$ cat config.mk
export PLATFORM = sky130hd
export DESIGN_NAME = jtframe_mister_pll
export DESIGN_NICKNAME = d
export VERILOG_FILES = /design/src/rtl/jtframe_mister_pll.sv
export SDC_FILE = /design/constraint.sdc
export NUM_CORES = 1
export LEC_CHECK = 0
export CAP_MARGIN = 20
export CORE_ASPECT_RATIO = 0.7
export CORE_UTILIZATION = 40
export CTS_BUF_LIST = sky130_fd_sc_hd__clkbuf_8
export DETAILED_ROUTE_END_ITERATION = 8
export GPL_TIMING_DRIVEN = 0
export PLACE_DENSITY = 0.69
export RECOVER_POWER = 25
export SYNTH_ARGS = -nofsm -noshare
export SYNTH_HDL_FRONTEND = slang
export SYNTH_SLANG_ARGS = --single-unit
$ cat constraint.sdc
create_clock -name clk_sys -period 2.68 [get_ports clk_sys]
set_input_delay 0.536 -clock clk_sys [delete_from_list [all_inputs] [get_ports clk_sys]]
set_output_delay 0.536 -clock clk_sys [all_outputs]
set_load 0.05 [all_outputs]
$ cat src/rtl/jtframe_mister_pll.sv
// -----------------------------------------------------------------------------
// jtframe_mister_pll
//
// PLL lock supervisor and reset generator for the MiSTer JTFRAME wrapper.
//
// Lock supervisor:
//   A falling edge on pll_locked fires a pll_rst pulse of LOCKLOSS_HOLD+1 cycles,
//   so the PLL gets a clean reset and can re-acquire lock. Another lock-loss
//   edge during the pulse reloads the counter and restarts the window.
//
// Reset generator:
//   rst is held high while the synchronised lock flag is low or a reset request
//   is active. It stays high for RST_HOLD more edges after the condition
//   clears. game_rst follows rst one edge later. It is also held high during a
//   ROM download.
//
// Ports:
//   clk_sys      in   system clock (48 MHz, 96 MHz in CLK96 builds)
//   RESET        in   board reset, asynchronous, active-high
//   pll_locked   in   PLL lock flag (asynchronous to clk_sys)
//   rst_req      in   OSD / button reset request (asynchronous)
//   downloading  in   ROM download in progress (clk_sys domain)
//   pll_rst      out  PLL reset, active-high
//   rst, rst_n   out  system reset and its complement
//   game_rst,    out  game-core reset and its complement
//   game_rst_n
// -----------------------------------------------------------------------------
module jtframe_mister_pll #(
  parameter logic [7:0]  LOCKLOSS_HOLD = 8'hFF,
  parameter logic [7:0]  CNT_INIT      = 8'hD0,
  parameter int unsigned RST_HOLD      = 16
) (
  input  logic clk_sys,
  input  logic RESET,
  input  logic pll_locked,
  input  logic rst_req,
  input  logic downloading,
  output logic pll_rst,
  output logic rst,
  output logic rst_n,
  output logic game_rst,
  output logic game_rst_n
);

  localparam int unsigned           HOLD_W    = $clog2(RST_HOLD + 1);
  localparam logic [HOLD_W-1:0]     HOLD_LOAD = HOLD_W'(RST_HOLD);
  localparam logic [HOLD_W-1:0]     HOLD_ONE  = HOLD_W'(1);

  // ---------------------------------------------------------------------------
  // Lock supervisor
  // ---------------------------------------------------------------------------
  logic       r_last_locked;
  logic [7:0] r_cnt;
  logic       r_pll_rst;

  // The edge detector deliberately samples raw pll_locked. A metastable
  // sample can at worst add or drop a single lock-loss event. The PLL
  // reset that follows covers either outcome.
  always_ff @(posedge clk_sys or posedge RESET) begin
    if (RESET) begin
      r_last_locked <= 1'b0;
      r_cnt         <= CNT_INIT;
      r_pll_rst     <= 1'b0;
    end else begin
      // NOTE: non-blocking assignments keep every flop sampling pre-edge values,
      // so r_last_locked below is still the previous cycle's lock flag.
      r_last_locked <= pll_locked;
      if (r_last_locked && !pll_locked) begin
        r_cnt     <= LOCKLOSS_HOLD;
        r_pll_rst <= 1'b1;
      end else if (r_cnt != 8'd0) begin
        // The countdown from CNT_INIT after RESET runs with r_pll_rst low.
        // This path never sets it, so that countdown stays silent.
        r_cnt <= r_cnt - 8'd1;
      end else begin
        r_pll_rst <= 1'b0;
      end
    end
  end

  // ---------------------------------------------------------------------------
  // Two-flop synchronisers for the lock flag and the reset request
  // ---------------------------------------------------------------------------
  logic [1:0] r_lock_sync;
  logic [1:0] r_req_sync;
  logic       w_cond;

  always_ff @(posedge clk_sys or posedge RESET) begin
    if (RESET) begin
      r_lock_sync <= 2'b00;
      r_req_sync  <= 2'b00;
    end else begin
      r_lock_sync <= {r_lock_sync[0], pll_locked};
      r_req_sync  <= {r_req_sync[0],  rst_req};
    end
  end

  assign w_cond = ~r_lock_sync[1] | r_req_sync[1];

  // ---------------------------------------------------------------------------
  // Reset hold counter and registered resets
  // ---------------------------------------------------------------------------
  logic [HOLD_W-1:0] r_hold;
  logic              r_rst;
  logic              r_game_rst;

  // r_hold is reloaded on every edge that sees w_cond. After the last such
  // edge it reads RST_HOLD, then RST_HOLD-1, and so on. rst stays high while
  // the pre-edge count is still above one, so it drops exactly RST_HOLD edges
  // after the last edge with the condition set.
  always_ff @(posedge clk_sys or posedge RESET) begin
    if (RESET) begin
      r_hold     <= HOLD_LOAD;
      r_rst      <= 1'b1;
      r_game_rst <= 1'b1;
    end else begin
      if (w_cond) begin
        r_hold <= HOLD_LOAD;
      end else if (r_hold != '0) begin
        r_hold <= r_hold - HOLD_ONE;
      end
      r_rst      <= w_cond | (r_hold > HOLD_ONE);
      r_game_rst <= r_rst | downloading;
    end
  end

  // Both polarities come from one register each, so they never glitch apart.
  assign pll_rst    = r_pll_rst;
  assign rst        = r_rst;
  assign rst_n      = ~r_rst;
  assign game_rst   = r_game_rst;
  assign game_rst_n = ~r_game_rst;

endmodule

==> impl_results.md <==
* Post-synth top area share at 38.67%
* Synth cell types at 28
* Final GP Congestion at a little over 0.8
* Post-synthesis xor/xnor area fraction at less than 1%
* Core box area at approximately 2100 um^2
* Crit end category: output port
* CP bufs+invs at 1
* GR Util met1 at 21.68%
* MaxCap Viol Count at 0
* Die area at 2462 um^2
* Grt ovf at 0
* Final net count at 107
* Final core occ at 51.05%
* Num rows at 14
* Routed wire per std cell at 12.35 um
* PortBufs at 9
* First-pass iteration count of the detailed router at 6
* Relative slew slack at about half
* Multi-input combinational cell area at 364.1 um^2
* Worst slew pin tran at approximately 750 ps
* CP delay by family, top: buffers and inverters
* Final ANT Viol Nets at 0
* Largest family of logic cells by synthesized area: simple AND/OR/NAND/NOR gates
* Diodes inserted at 0
* Post-layout min period at 2119 ps
* Startpoint Class: flop
* CTS tree: yes
* Final period utilization at 79.05%
* Warnings, synthesis at 0
* Number of fill cells at 214
* Area growth, synth to finish at 20.44%
* Setup CP Type: flop to output port
* GR Util met3 at 7.165%
* Final setup fails at 0
* CP arrival at around 1600 ps
* Fmax at 0.4720 GHz
* Die Y at about 42 um
* Hold-fix buffers, CTS at 0
* Starting Density at 42.39%
* Max clock buf depth at 2
* Mapped Nets at 93
* CTS clk-pin slew, worst paths at 70 ps
* GR Layer Usage met2 at 22.05%
* Synth Register Bits at 20
* Req. time, crit path at around 2100 ps
* Setup Skew at 0.3192 ps
* Synth Cell Area at 905.9 um^2
* GRT busiest layer: met2
* Pleak at 0.4308 nW
* Largest net degree at the start of global routing at 21
* H-tree levels at 1
* Post-synthesis mux area share at 0%
* Cells along the critical path: clkdlybuf4s50_1
* Hold Fails Final Rpt at 0
* Vias after detailed routing at roughly 660
* Hold WC Path Type: flop to flop
* Top-level I/O count at 10
* Slew Limit Fails at 0
* Proportion of layout cells with a drive suffix above 1 at 16.33%
* Register area at between 500 and 600 um^2
* Die outline width at 58.88 um
* CTS resizes at 0
* Failing checks: design-rule violations
* CTS root buf: clkbuf_8
* Outcome: finished, violations left
* Post-synthesis compound-gate area fraction at 14.78%
* 1st-iter DRT viols at 16
* Yosys top cell by area: dfrtp_1
* CTS sink cnt at 20
* Drt drc at 1
* Syn Area/Cell at 10.66 um^2
* Cells after Synth at 85
* Area contributors post-synth: dfrtp_1, dfstp_2, o21ai_0, ha_1, nand2b_1
* Post-CTS Setup Repair Bufs at 0
* Sequential share of the synthesized area at 56.08%
* Vias in the first global route at 625
* RSZ-0062 raised after global routing: no
* Initial antenna violation count at 0
* Slowest Stage Delay on Critical Path at 790 ps
* Peak supply drop at 0.2731 mV
* Cts bufs inserted at 3
* Placed wire-length estimate at 1170 um
* Vias/cell at between 5 and 6
* Global-route usage over all layers at approximately 16%
* Crit path max-delay cell type: clkdlybuf4s50_1
* First-pass GRT wire length at 2863 um
* DRT Wirelength at 1605 um
* Crit Path Max Fanout at 3
* Setup_tns at 0 ps
* Simple-gate share of the synthesized area at 20.30%
* Synth Area in Adders at under 10%
* Power Density at 625.6 nW/um^2
* Clock Latency Late Sink at 250 ps
==> routing by layer <==
layer / vias to the layer above / wire length, um
met5: - / 0
met2: 22 / 654
met3: 2 / 104
li1: 331 / -
met4: 0 / 28
met1: 303 / 816
==> cells by family after synthesis <==
family	Yosys count
flip-flops	20
AO/OA/AOI/OAI	22
XOR/XNOR	1
AND/OR/NAND/NOR	30
adder cells (fa/ha/maj)	3
buffers and inverters	9
==> worst paths after layout <==
check / from / end / slack [ps] / cells past startpoint
max in group asynchronous: RESET / pll_rst / 1360 / 2
min in group asynchronous: RESET / r_hold[2] / 850 / 2
min: r_req_sync[0] / r_req_sync[1] / 350 / 0
max reg2reg: r_cnt[0] / r_cnt[6] / 780 / 5
max: rst / rst / 560 / 1
min reg2reg: r_req_sync[0] / r_req_sync[1] / 350 / 0
==> flip-flops by register name (all words and copies together), names as in the netlist <==
signal	cells
game_rst	1
pll_rst	1
r_cnt	8
r_hold	5
r_lock_sync	2
r_req_sync	2
rst	1
==> area by class of cell <==
cell class / instances / share of cell area (%)
clock buffers: 4 / 5.046
inverters: 8 / 2.752
multi-input cells: 56 / 33.37
plain buffers: 1 / 0.3440
flip-flops and latches: 20 / 46.56
repair buffers: 9 / 8.257
well taps: 32 / 3.670
==> metrics by stage <==
| step | worst slack, ps | total power [mW] | hold slack, ps | area [um^2] | std cells |
|---|---|---|---|---|---|
| 2_1_floorplan | 1012 | 0.4375 | 331.2 | 905.9 | 85 |
| 3_3_place_gp | 841.0 | 0.4610 | 332.9 | 1036 | 126 |
| 3_5_place_dp | 827.5 | 0.4680 | 337.3 | 1036 | 126 |
| 4_1_cts | 546.7 | 0.6953 | 353.9 | 1091 | 130 |
| 5_1_grt | 505.1 | 0.7301 | 374.4 | 1091 | 130 |
| 6_report | 561.4 | 0.6825 | 350.9 | 1091 | 130 |
==> placed cells by master (no fill, tap or decap), types with 3 or more instances in the layout <==
cell type and count:
a21oi_1 6, clkbuf_8 4, clkdlybuf4s50_1 5, dfrtp_1 14, dfstp_2 6, dlygate4sd3_1 4, ha_1 3, inv_1 8
nand2b_1 6, nor2_1 5, nor4_1 3, o21ai_0 8
==> where the power goes <==
part | total [mW] | internal (mW) | switching [mW]
Clock | 0.221 | 0.131 | 0.0908
Combinational | 0.0910 | 0.0435 | 0.0475
Sequential | 0.370 | 0.335 | 0.0348
==> Yosys cell counts <==
library cell  number
nand3b_1           1
a21oi_1            6
o311ai_0           2
dfrtp_1           14
o211ai_1           1
nor2_1             5
dfstp_2            6
or4_1              2
nor3b_1            1
nor3_1             2
nand3_1            2
nor2b_1            2
a21o_2             1
inv_1              8
a211oi_1           1
nand2_1            1
o21ai_0            8
nor4_1             3
ha_1               3
clkbuf_1           1
or2_2              2
or4_4              1
o31ai_1            2
xnor2_1            1
or4b_2             1
nand2b_1           6
or3b_2             1
a21o_1             1
(Power assumes the default switching activity.)
